$ cat config.mk
export PLATFORM = sky130hd
export DESIGN_NAME = store_buffer_mc
export DESIGN_NICKNAME = d
export VERILOG_FILES = /design/src/rtl/store_buffer_mc.sv
export SDC_FILE = /design/constraint.sdc
export NUM_CORES = 1
export LEC_CHECK = 0
export CAP_MARGIN = 20
export CORE_ASPECT_RATIO = 0.9
export CORE_MARGIN = 1.5
export CORE_UTILIZATION = 50
export DETAILED_ROUTE_END_ITERATION = 7
export PLACE_DENSITY = 0.87
export RECOVER_POWER = 100
export SKIP_LAST_GASP = 1
export SLEW_MARGIN = 20
export SYNTH_ARGS = -nofsm -noshare
export SYNTH_HDL_FRONTEND = slang
export SYNTH_SLANG_ARGS = --single-unit
$ cat constraint.sdc
create_clock -name clk -period 5.9 [get_ports clk]
set_clock_uncertainty 0.05 [all_clocks]
set_input_delay 1.18 -clock clk [delete_from_list [all_inputs] [get_ports clk]]
set_output_delay 1.18 -clock clk [all_outputs]
set_load 0.05 [all_outputs]
$ cat src/rtl/store_buffer_mc.sv
// Multi-chunk AXI write engine: one AW burst per chunk, W beats streamed from SRAM rows,
// per-chunk B tracking with bounded resend of failed chunks.
module store_buffer_mc #(
    parameter int ADDR_W     = 10,
    parameter int SRAM_AW    = 8,
    parameter int SRAM_DW    = 128,
    parameter int WDATA_W    = 64,
    parameter int MAX_CHUNKS = 16,
    parameter int MAX_RETRY  = 3,
    localparam int ID_W      = $clog2(MAX_CHUNKS)
) (
    input  logic                   clk,
    input  logic                   rst_n,
    input  logic                   cmd_vld,
    output logic                   cmd_rdy,
    input  logic [ADDR_W-1:0]      cmd_awaddr,
    input  logic [7:0]             cmd_awlen,
    input  logic [ID_W-1:0]        cmd_awnum,
    input  logic [SRAM_AW-1:0]     cmd_sram_addr,
    output logic                   lsu_axi_awvld,
    input  logic                   lsu_axi_awrdy,
    output logic [ID_W-1:0]        lsu_axi_awid,
    output logic [ADDR_W-1:0]      lsu_axi_awaddr,
    output logic [7:0]             lsu_axi_awlen,
    output logic [2:0]             lsu_axi_awsize,
    output logic [1:0]             lsu_axi_awburst,
    output logic                   lsu_axi_wvld,
    input  logic                   lsu_axi_wrdy,
    output logic [WDATA_W-1:0]     lsu_axi_wdata,
    output logic [WDATA_W/8-1:0]   lsu_axi_wstrb,
    output logic                   lsu_axi_wlast,
    input  logic                   lsu_axi_bvld,
    input  logic [ID_W-1:0]        lsu_axi_bid,
    input  logic [1:0]             lsu_axi_bresp,
    output logic                   lsu_axi_brdy,
    output logic                   sram_rd_en,
    output logic [SRAM_AW-1:0]     sram_rd_addr,
    input  logic [SRAM_DW-1:0]     sram_rd_data,
    output logic                   done_vld,
    output logic                   done_err,
    output logic                   busy
);

    localparam int BPR     = SRAM_DW / WDATA_W;
    localparam int BPR_LOG = $clog2(BPR);
    localparam int AWSIZE  = $clog2(WDATA_W / 8);
    localparam int RTRY_W  = $clog2(MAX_RETRY + 1);

    typedef enum logic [2:0] {S_IDLE, S_AW, S_W, S_WAIT_B, S_DONE} state_t;

    state_t state, state_nxt;

    logic [ADDR_W-1:0]     base_addr_q;
    logic [7:0]            awlen_q;
    logic [ID_W-1:0]       awnum_q;
    logic [SRAM_AW-1:0]    sram_base_q;

    logic [MAX_CHUNKS-1:0] pend_q, resp_q, err_q;
    logic [MAX_CHUNKS-1:0] pend_d, resp_d, err_d;
    logic [RTRY_W-1:0]     retry_q, retry_d;
    logic [MAX_CHUNKS-1:0] live_mask, cmd_mask;

    logic [7:0]            beat_cnt_q;
    logic                  rd_en_q;
    logic [SRAM_AW-1:0]    rd_addr_q;
    logic                  rd_vld_p1, buf_vld_p1;
    logic [SRAM_DW-1:0]    row_p1, row_live;

    logic                  cmd_hs, aw_hs, w_hs, b_hs;
    logic                  retry_go, all_resp, err_any;
    logic                  beat_last, slice_last;
    logic [7:0]            slice;
    logic [ID_W-1:0]       chunk_k;
    logic [8:0]            beats_per_chunk;
    logic [ID_W+8:0]       chunk_beats;
    logic [ADDR_W-1:0]     aw_addr;
    logic [SRAM_AW-1:0]    aw_row;
    logic [WDATA_W-1:0]    wdata_sel;

    function automatic logic [MAX_CHUNKS-1:0] chunk_mask(input logic [ID_W-1:0] last);
        logic [MAX_CHUNKS-1:0] m;
        for (int i = 0; i < MAX_CHUNKS; i++) m[i] = (ID_W'(i) <= last);
        return m;
    endfunction

    assign cmd_rdy       = (state == S_IDLE);
    assign cmd_hs        = cmd_vld & cmd_rdy;
    assign lsu_axi_awvld = (state == S_AW);
    assign aw_hs         = lsu_axi_awvld & lsu_axi_awrdy;
    assign lsu_axi_wvld  = (state == S_W) & (rd_vld_p1 | buf_vld_p1);
    assign w_hs          = lsu_axi_wvld & lsu_axi_wrdy;
    assign lsu_axi_brdy  = (state == S_AW) | (state == S_W) | (state == S_WAIT_B);
    assign b_hs          = lsu_axi_bvld & lsu_axi_brdy & (lsu_axi_bid <= awnum_q);

    assign live_mask = chunk_mask(awnum_q);
    assign cmd_mask  = chunk_mask(cmd_awnum);
    assign all_resp  = ((resp_q & live_mask) == live_mask);
    assign err_any   = |err_q;

    // Next chunk to issue is the lowest pending index.
    always_comb begin
        chunk_k = '0;
        for (int i = MAX_CHUNKS - 1; i >= 0; i--) begin
            if (pend_q[i]) chunk_k = ID_W'(i);
        end
    end

    assign beats_per_chunk = {1'b0, awlen_q} + 9'd1;
    assign chunk_beats     = {{9{1'b0}}, chunk_k} * {{ID_W{1'b0}}, beats_per_chunk};
    assign aw_addr         = base_addr_q + ADDR_W'(32'(chunk_beats) << AWSIZE);
    assign aw_row          = sram_base_q + SRAM_AW'(32'(chunk_beats) >> BPR_LOG);

    assign lsu_axi_awid    = lsu_axi_awvld ? chunk_k : '0;
    assign lsu_axi_awaddr  = lsu_axi_awvld ? aw_addr : '0;
    assign lsu_axi_awlen   = lsu_axi_awvld ? awlen_q : '0;
    assign lsu_axi_awsize  = lsu_axi_awvld ? 3'(AWSIZE) : 3'd0;
    assign lsu_axi_awburst = lsu_axi_awvld ? 2'b01 : 2'b00;

    always_comb begin
        state_nxt = state;
        retry_go  = 1'b0;
        case (state)
            S_IDLE:   if (cmd_hs) state_nxt = S_AW;
            S_AW:     if (aw_hs) state_nxt = S_W;
            S_W:      if (w_hs && beat_last) state_nxt = (pend_q != '0) ? S_AW : S_WAIT_B;
            S_WAIT_B: begin
                if (all_resp) begin
                    if (!err_any || retry_q == RTRY_W'(MAX_RETRY)) begin
                        state_nxt = S_DONE;
                    end else begin
                        state_nxt = S_AW;
                        retry_go  = 1'b1;
                    end
                end
            end
            S_DONE:   state_nxt = S_IDLE;
            default:  state_nxt = S_IDLE;
        endcase
    end

    always_ff @(posedge clk) begin
        if (!rst_n) state <= S_IDLE;
        else        state <= state_nxt;
    end

    always_ff @(posedge clk) begin
        if (cmd_hs) begin
            base_addr_q <= cmd_awaddr;
            awlen_q     <= cmd_awlen;
            awnum_q     <= cmd_awnum;
            sram_base_q <= cmd_sram_addr;
        end
    end

    // A resend round re-arms exactly the failed chunks and forgets their old responses.
    always_comb begin
        pend_d  = pend_q;
        resp_d  = resp_q;
        err_d   = err_q;
        retry_d = retry_q;
        if (cmd_hs) begin
            pend_d  = cmd_mask;
            resp_d  = '0;
            err_d   = '0;
            retry_d = '0;
        end else begin
            if (aw_hs) pend_d[chunk_k] = 1'b0;
            if (retry_go) begin
                pend_d  = err_q;
                resp_d  = resp_q & ~err_q;
                err_d   = '0;
                retry_d = retry_q + RTRY_W'(1);
            end
            if (b_hs) begin
                resp_d[lsu_axi_bid] = 1'b1;
                err_d[lsu_axi_bid]  = |lsu_axi_bresp;
            end
        end
    end

    always_ff @(posedge clk) begin
        if (!rst_n) begin
            pend_q  <= '0;
            resp_q  <= '0;
            err_q   <= '0;
            retry_q <= '0;
        end else begin
            pend_q  <= pend_d;
            resp_q  <= resp_d;
            err_q   <= err_d;
            retry_q <= retry_d;
        end
    end

    assign slice      = beat_cnt_q & 8'(BPR - 1);
    assign slice_last = (slice == 8'(BPR - 1));
    assign beat_last  = (beat_cnt_q == awlen_q);

    // p0: row read issued; p1: row data returned and buffered while its slices drain
    always_ff @(posedge clk) begin
        if (!rst_n) begin
            rd_en_q    <= 1'b0;
            rd_addr_q  <= '0;
            rd_vld_p1  <= 1'b0;
            buf_vld_p1 <= 1'b0;
            beat_cnt_q <= '0;
        end else begin
            rd_en_q   <= aw_hs | (w_hs & slice_last & ~beat_last);
            rd_vld_p1 <= rd_en_q;
            if (aw_hs)        rd_addr_q <= aw_row;
            else if (rd_en_q) rd_addr_q <= rd_addr_q + SRAM_AW'(1);
            if (w_hs && slice_last) buf_vld_p1 <= 1'b0;
            else if (rd_vld_p1)     buf_vld_p1 <= 1'b1;
            if (aw_hs)     beat_cnt_q <= '0;
            else if (w_hs) beat_cnt_q <= beat_cnt_q + 8'd1;
        end
    end

    always_ff @(posedge clk) begin
        if (rd_vld_p1) row_p1 <= sram_rd_data;
    end

    assign row_live = rd_vld_p1 ? sram_rd_data : row_p1;

    always_comb begin
        wdata_sel = '0;
        for (int s = 0; s < BPR; s++) begin
            if (slice == 8'(s)) wdata_sel = row_live[s*WDATA_W +: WDATA_W];
        end
    end

    assign lsu_axi_wdata = lsu_axi_wvld ? wdata_sel : '0;
    assign lsu_axi_wstrb = {(WDATA_W/8){lsu_axi_wvld}};
    assign lsu_axi_wlast = lsu_axi_wvld & beat_last;
    assign sram_rd_en    = rd_en_q;
    assign sram_rd_addr  = rd_addr_q;
    assign done_vld      = (state == S_DONE);
    assign done_err      = (state == S_DONE) & err_any;
    assign busy          = (state != S_IDLE);

endmodule

## Yosys cells after proc, flatten, opt, wreduce, memory -nomap -nowiden

Cells that the tools add are included.

| cells by class | value |
|---|---|
| add/subtract/negate cells | 6 |
| $mul | 1 |
| $lt $le $gt $ge | 37 |
| equality and inequality tests | 11 |
| mux-type cells | 51 |
| bitwise gates (word level) | 22 |
| reductions and logical operators | 18 |

Operators by type and width:

| operator | count |
|---|---|
| two-way mux 64 bit | 3 |
| two-way mux 16 bit | 9 |
| two-way mux 128 bit | 1 |
| two-way mux 4 bit | 17 |
| less-or-equal comparator 4 bit, first input constant | 16 |
| AND 16 bit | 3 |
| less-or-equal comparator 3 x 4 -> 1 bit, first input constant | 8 |
| inverter 16 bit | 2 |
| two-way mux 8 bit | 3 |
| adder 8 x 1 -> 8 bit, second input constant | 2 |
| bitwise mux 16 bit | 1 |
| == test 16 bit | 1 |
| less-or-equal comparator 1 x 4 -> 1 bit, first input constant | 4 |
| less-or-equal comparator 2 x 4 -> 1 bit, first input constant | 4 |
| bitwise OR 16 bit | 1 |
| nonzero test 16 bit | 1 |
| OR reduction 16 bit | 1 |
| two-way mux 3 bit | 5 |
| case mux 3 bit (4 select lines) | 1 |
| adder 10 bit | 1 |
| AND 1 bit | 10 |
| less-than comparator 4 x 5 -> 1 bit, second input constant | 2 |
| two-way mux 10 bit | 1 |
| adder 8 x 1 -> 9 bit, second input constant | 1 |
| other kinds (26) | 48 |

| storage, ports and cells | value |
|---|---|
| flip-flop bits (word level) | 230 |
| input port bits | 170 |
| output and inout bits | 116 |
| logic and storage cells | 161 |

## Depth between registers and ports, before layout

Gate-level depths: netlist of run 1.

| logic depth | value |
|---|---|
| depth in word-level cells | 25 |
| depth in mapped cells | 21 |
| depth with buffers taken out | 20 |

## Worst setup path before layout of run 1

Ideal clock, no wire load.

| timing path | value |
|---|---|
| kind | reg2out |
| start point | reg pend_q[4] |
| end point | out lsu_axi_awaddr[9] |
| data arrival time | 4.656 ns |
| required time | 4.670 ns |
| setup slack | 0.014 ns |
| cell stages (with the launch flop) | 18 |
| path buffers | 0 |
| cell sequence | dfxtp_1 -> nor4_1 -> nand3_1 -> a21oi_1 -> nand2b_1 -> fa_1 -> inv_1 -> fa_1 -> inv_1 -> fa_1 -> inv_1 -> ha_1 -> o21ai_0 -> nand2b_1 -> a21o_1 -> a21oi_1 -> xnor2_1 -> nor2_1 |

| between the ends | value |
|---|---|
| word-level cells in the longest chain between the ends | 8 |

Ends and longest elaborated chain:

| item | RTL line | RTL |
|---|---|---|
| from (decl) | 58 | `logic [MAX_CHUNKS-1:0] pend_q, resp_q, err_q;` |
| from (signal assigned) | 188 | `pend_q <= pend_d;` |
| two-way mux 4 bit (5 in series) | 104 | `if (pend_q[i]) chunk_k = ID_W'(i);` |
| multiplier 4 x 9 -> 9 bit | 109 | `assign chunk_beats = {{9{1'b0}}, chunk_k} * {{ID_W{1'b0}}, beats_per_chunk};` |
| adder 10 bit | 110 | `assign aw_addr = base_addr_q + ADDR_W'(32'(chunk_beats) << AWSIZE);` |
| two-way mux 10 bit | 114 | `assign lsu_axi_awaddr = lsu_axi_awvld ? aw_addr : '0;` |
| to (decl) | 23 | `output logic [ADDR_W-1:0] lsu_axi_awaddr,` |

Every way passes these cells.

## Worst setup path in the final report of run 1

| timing path | value |
|---|---|
| start point | reg pend_q[10] |
| end point | out lsu_axi_awaddr[9] |

| between the ends | value |
|---|---|
| word-level cells in the longest chain between the ends | 14 |

Ends and longest elaborated chain:

| item | RTL line |
|---|---|
| two-way mux 4 bit (11 in series) | 104 |
| multiplier 4 x 9 -> 9 bit | 109 |
| adder 10 bit | 110 |
| two-way mux 10 bit | 114 |

Every way passes these cells.

==> flow_summary.yaml, run 1 <==
grt:
  grt_pass1_wl_microns: 50300
  grt_max_degree: 58
  grt.overflow.total: 0
  globalRouteTotalUtil_pct: 26.5
  antenna_found_initial: 7
  grt_pass1_vias: 9602
timing:
  finalHoldViolations: 0
  worst_slack_ps: 37.5
  fmax_mhz: 171
  rsz0062_at_grt: "yes"
  timing.final.crit_share_pct: 99.4
  worst_pin_slew_ps: 1050
  slew_violations: 0
  fin_crit_ps: 5860
  relSlewSlack_pct: 30.2
  setup_viol: 0
  whs_ps: 409
place:
  place.gp.congestion: 0.887
  dpl_worst_slack_ps: 125
  dp_cells: 1675
  dp_hpwl_microns: 22800
  portBuffers: 283
  dpl_cell_area_sq_um: 14400
route:
  antenna_left: 0
  drcViolationCount: 0
  vias_per_cell: 5.53
  routed_wl_microns: 31700
  wl_per_cell_microns: 18.2
  firstDrtPassIters: 7
  via_count: 9593
  dr.first_iter.drc_count: 561
setup_path:
  path_max_fanout: 6
  crit_chain: "or4_4 > o21ai_2 > and3_4 > nand2_2 > fa_1 > inv_2 > fa_1 > inv_2 > fa_2 > inv_2 > ha_4 > o21ai_2 > nand2b_1 > a21o_1 > a21oi_2 > xnor2_1 > nor2_2 > buf_12"
  r2r_start: "pend_q[10]$_SDFFE_PN0P_"
  cp_common_cell: "inv_2"
  crit_arrival_ps: 4630
  critPathKind: "register to output pin"
  slowest_delay_ps: 540
  crit_start: "pend_q[10]$_SDFFE_PN0P_"
  cp_slowest_cell: "fa_1"
  worst_setup_path_start_kind: "register"
  end_kind: "output pin"
  worstPathRequired_ps: 4670
synth:
  synthCells: 1150
  synth_warnings: 0
  async_flop_share_pct: 0
  syn-cell-area_sq_um: 11300
  ys_ff_latch: 230
  yosysSeqAreaShare_pct: 43.3
  synth-edff-count: 30
  synth_cell_types: 64
  synth_ff_type: "dfxtp_1"
  synth.avg_cell_area_sq_um: 9.84
power_and_ir_drop:
  powerDensity_nw_per_um2: 426
  peakVddDrop_mv: 0.288
  p_leak_uw: 0.00581
flow_run:
  max-cap-violations: 0
cells_and_area:
  stdcell_area_sq_um: 15400
  mostFrequentLayoutCells: "clkdlybuf4s50_1, dfxtp_1, nor2_1"
  final_common_cell: "clkdlybuf4s50_1"
  layout.nets: 1628
  final_cells: 1736
  drive_gt1_share_pct: 12.1
  finish.utilization_pct: 69.0
  area_growth_pct: 36.2
floorplan:
  start_util_pct: 50.7
  core_region_area_sq_um: 22300
  chipHeight_microns: 146
  rows: 52
  die_x_microns: 162
  pin_count: 286
  die-area_sq_um: 23500
clock_network:
  cts-root-buf: "clkbuf_16"
  clockBufferDepth: 3
  clk_latency_ps: 530
  path_clk_slew_ps: 60
  htree_levels: 1
  cts_tree: "done"
  numClockSinks: 230
  numCtsBuffers: 25
outcome:
  status: "finished, final reports clean"
min_path:
  min_from: "row_p1[25]$_DFF_P_"
  hold_class: "register to register"
==> state kept, by name, summed over array words and instances, names as in the netlist <==
signal	flops
row_p1	128
buf_vld_p1	1
retry_q	2
beat_cnt_q	8
sram_rd_en	1
awlen_q	8
sram_base_q	8
pend_q	16
state	3
sram_rd_addr	8
err_q	16
awnum_q	4
rd_vld_p1	1
base_addr_q	10
resp_q	16
==> critical path, delay by kind of cell, from the launching register on <==
kind                       cells  cell delay, ps
adders and majority gates      4            1770
AOI/OAI and AO/OA              4             540
buffers and inverters          4             320
and+or+nand+nor                5            1010
DFF                            1             360
xor gates and xnor gates       1             100
==> cells in the mapped netlist, drive strengths merged, types with 2 or more instances <==
library cell	number	area share, %
dfxtp	200	35
nor2	162	5.4
mux2	132	13
nand2	73	2.4
mux2i	66	5.8
a21oi	57	2.5
clkbuf	40	1.3
inv	39	1.3
ha	31	3.4
buf	30	1.5
edfxtp	30	8.0
xnor2	30	2.3
o21ai	28	1.2
and2	19	1.1
nand3	18	0.80
a21o	17	1.1
xor2	16	1.2
nand4	14	0.77
o211ai	14	0.93
fa	13	2.3
nor3	11	0.53
a211oi	10	0.66
a31oi	10	0.55
nor4	10	0.61
and3	9	0.50
nor2b	9	0.50
nand2b	7	0.39
o21a	6	0.40
a221oi	5	0.44
o31ai	4	0.27
a211o	3	0.23
o311ai	3	0.23
or3	3	0.21
a2111oi	2	0.15
a221o	2	0.18
a41oi	2	0.15
and4	2	0.17
nand3b	2	0.13
nand4b	2	0.15
o22ai	2	0.11
or2	2	0.11
xnor3	2	0.40
==> layer usage <==
layer  up-vias  GRT usage (%)  share of wire [%]
li1       4556              -                  -
met1      4602           31.4                 39
met2       367           45.8                 49
met3        66           8.21                9.1
met4         2           8.47                3.1
met5         -              0              0.041
==> cell families (layout without fill, tap and decap cells) <==
logic type | after synthesis | after routing | share of synthesized area, %
other cells | 1 | 8 | 0.0331
mux | 198 | 198 | 19.0
simple gates | 347 | 347 | 14.1
xor+xnor | 48 | 48 | 3.96
compound gates | 172 | 172 | 9.71
buf+inv | 110 | 392 | 4.18
fa+ha+maj | 44 | 44 | 5.73
flops | 230 | 230 | 43.3
==> final cells by class <==
class,count,area [sq um]
sequential,230,4910
multi-input combinational,811,6070
antenna,6,15.0
fill,1614,6910
inverter,40,150
clock buffer,37,681
tap,297,372
timing repair buffer,306,3050
clock inverter,9,156
==> repair_timing <==
item,in CTS,in global routing
hold buffers,0,0
pin swaps,12,6
gates resized for setup,21,11
buffers inserted,4,6
endpoints found under the setup margin,3,3
==> power by group <==
part           leakage (uW)  switching [uW]  internal, uW
registers           0.00195             158          2050
logic               0.00346            1430          1310
clock network      0.000403             643           977
==> worst paths after layout <==
check,end,slack (ps),cells after the start
max,lsu_axi_awaddr[9],40,18
min,row_p1[25]$_DFF_P_,410,1
max reg2reg,sram_rd_addr[7]$_SDFFE_PN0P_,1060,18
min reg2reg,row_p1[25]$_DFF_P_,410,1
==> through the flow <==
step	setup TNS, ps	power, uW
after global placement	0	4720
after CTS	0	6560
after floorplan	0	4100
final	0	6560
after global routing	-296	6950
after detailed placement	0	4820
Power figures use the tool's default switching activity.
==> run 2, diff against run 1 <==
--- a/config.mk
+++ b/config.mk
@@ -5,6 +5,7 @@
 export SDC_FILE = /design/constraint.sdc
 export NUM_CORES = 1
 export LEC_CHECK = 0
+export ABC_AREA = 0
 export CAP_MARGIN = 20
 export CORE_ASPECT_RATIO = 0.9
 export CORE_MARGIN = 1.5
==> results of run 2 <==
Same layout as run 1: the final DEF is identical, and so are final timing and power.
==> run 3, diff against run 2 <==
--- a/config.mk
+++ b/config.mk
@@ -8,7 +8,7 @@
 export ABC_AREA = 0
 export CAP_MARGIN = 20
 export CORE_ASPECT_RATIO = 0.9
-export CORE_MARGIN = 1.5
+export CORE_MARGIN = 3
 export CORE_UTILIZATION = 50
 export DETAILED_ROUTE_END_ITERATION = 7
 export PLACE_DENSITY = 0.87
==> flow_summary.yaml, run 3 (synthesis results as in run 1) <==
timing:
  finalHoldViolations: 0
  fin_crit_ps: 5910
  rsz0062_at_grt: "yes"
  timing.final.crit_share_pct: 100
  fmax_mhz: 169
  setup_viol: 1
  worst_slack_ps: -5.72
  worst_pin_slew_ps: 1880
  fin_tns_setup_ps: -5.72
  slew_violations: 148
  relSlewSlack_pct: -25.3
power_and_ir_drop:
  p_total_uw: 6550
  powerDensity_nw_per_um2: 425
  p_comb_share_pct: 43.1
  switchingPower_uw: 2270
  clock_power_share_pct: 23.2
  p_leak_uw: 0.00587
  peakVddDrop_mv: 0.324
  p_int_uw: 4280
  swShare_pct: 34.6
  power.share.sequential_pct: 33.7
route:
  via_count: 9586
  firstDrtPassIters: 5
  wl_per_cell_microns: 19.1
  vias_per_cell: 5.53
  dr.first_iter.drc_count: 651
  routed_wl_microns: 33100
  drcViolationCount: 0
  antenna_left: 0
setup_path:
  r2r_end: "sram_rd_addr[7]$_SDFFE_PN0P_"
  end_kind: "output pin"
  crit_arrival_ps: 4680
  r2r_start: "pend_q[9]$_SDFFE_PN0P_"
  worstPathRequired_ps: 4670
  worstRegToRegCells: 19
  critPathKind: "register to output pin"
  worst_setup_path_start_kind: "register"
  r2r_setup_slack_ps: 850
  path_max_fanout: 3
cells_and_area:
  finish.utilization_pct: 70.2
  regMostFlops: "row_p1"
  layout.nets: 1634
  area_growth_pct: 36.2
  drive_gt1_share_pct: 12.2
  mostFrequentLayoutCells: "clkdlybuf4s50_1, dfxtp_1, nor2_1"
  final_common_cell: "clkdlybuf4s50_1"
  largest_reg_flops: 128
  stdcell_area_sq_um: 15400
outcome:
  status: "finished, violations left"
  violations: "capacitance limit, slew limit, setup timing"
place:
  dp_hpwl_microns: 23700
  dpl_worst_slack_ps: 148
  dpl_cell_area_sq_um: 14400
  portBuffers: 283
  place.gp.congestion: 0.912
min_path:
  holdPathStages: 1
  whs_endpoint: "row_p1[116]$_DFF_P_"
  hold_class: "register to register"
  min_from: "row_p1[116]$_DFF_P_"
clock_network:
  numCtsBuffers: 25
  numClockSinks: 230
  cts-root-buf: "clkbuf_16"
  clk_latency_ps: 530
  cts_tree: "done"
  htree_levels: 1
  path_clk_slew_ps: 60
  clockBufferDepth: 3
grt:
  grt_max_degree: 77
  grt_pass1_vias: 9793
  antenna_found_initial: 3
  globalRouteTotalUtil_pct: 26.3
  grt.overflow.total: 0
  grt_pass1_wl_microns: 51600
floorplan:
  die_x_microns: 165
  start_util_pct: 51.6
  pin_count: 286
  rows: 51
  die-area_sq_um: 24500
  chipHeight_microns: 149
  core_region_area_sq_um: 22000
flow_run:
  max-cap-violations: 3
[run 3: cell count changes in the layout (fill, tap and decap cells not counted), moves of 3 or more]
cell	previous run	this run
clkinv_1	4	1
clkbuf_1	11	8
clkbuf_8	1	7
mux2_2	76	66
clkinv_2	1	5
bufinv_16	4	0
diode_2	6	3
clkdlybuf4s50_1	239	230
dlygate4sd3_1	40	49
mux2_1	56	66
[run 3: what timing repair did]
| item | 4_1_cts | 5_1_grt |
|---|---|---|
| hold buffers | 0 | 0 |
| buffers inserted | 9 | 8 |
| endpoints found under the setup margin | 3 | 3 |
| hold endpoints to repair | 0 | 0 |
| pin swaps | 11 | 6 |
| resized for setup | 19 | 15 |
[run 3: how the worst max path moves through the flow]
stage / start / endpoint / slack [ps] / cells past startpoint
after floorplan: pend_q[4]$_SDFFE_PN0P_ / lsu_axi_awaddr[9] / 10 / 17
after global placement: pend_q[9]$_SDFFE_PN0P_ / lsu_axi_awaddr[9] / 290 / 18
after detailed placement: pend_q[9]$_SDFFE_PN0P_ / lsu_axi_awaddr[9] / 150 / 18
after CTS: pend_q[9]$_SDFFE_PN0P_ / lsu_axi_awaddr[9] / 10 / 18
after global routing: pend_q[9]$_SDFFE_PN0P_ / lsu_axi_awaddr[9] / -160 / 18
final: pend_q[9]$_SDFFE_PN0P_ / lsu_axi_awaddr[7] / -6 / 18
[run 3: final cells by class]
cell class	instances	area, sq um
timing repair buffer	312	3090
sequential	230	4910
inverter	40	150
tap	291	364
multi-input combinational	811	6080
clock buffer	38	744
antenna	3	7.51
fill	1601	6540
clock inverter	8	62.6
[run 3: power by group through the flow]
stage          Clock (uW)  Combinational (uW)  Sequential [uW]
2_1_floorplan           0                1900             2200
3_3_place_gp            0                2520             2200
3_5_place_dp            0                2590             2230
4_1_cts              1550                2760             2210
5_1_grt              1600                3090             2250
6_report             1520                2830             2200
[run 3: layer usage]
| metal | vias up | wire, microns | track usage [%] |
|---|---|---|---|
| li1 | 4559 | - | - |
| met1 | 4569 | 12900 | 32.0 |
| met2 | 390 | 16200 | 44.9 |
| met3 | 68 | 3020 | 7.63 |
| met4 | 0 | 1010 | 8.85 |
| met5 | - | 0 | 0 |
[run 3: per-stage QoR]
stage	hold slack (ps)	std cells
finish	410	1733
global route	431	1733
CTS	424	1723
detailed placement	411	1669
global placement	397	1669
floorplan	390	1151
[run 3: critical path, stage by stage, from the launching register on]
cell and delay, ps:
dfxtp_2 320, or4_4 550, o21ai_4 170, and3_4 210
nand2_2 60, fa_1 500, inv_2 50, fa_1 530
inv_2 50, fa_2 560, inv_2 50, ha_4 220
o21ai_2 60, nand2b_1 90, buf_4 140, buf_6 110
xnor2_2 130, nor2_2 140, clkbuf_16 210
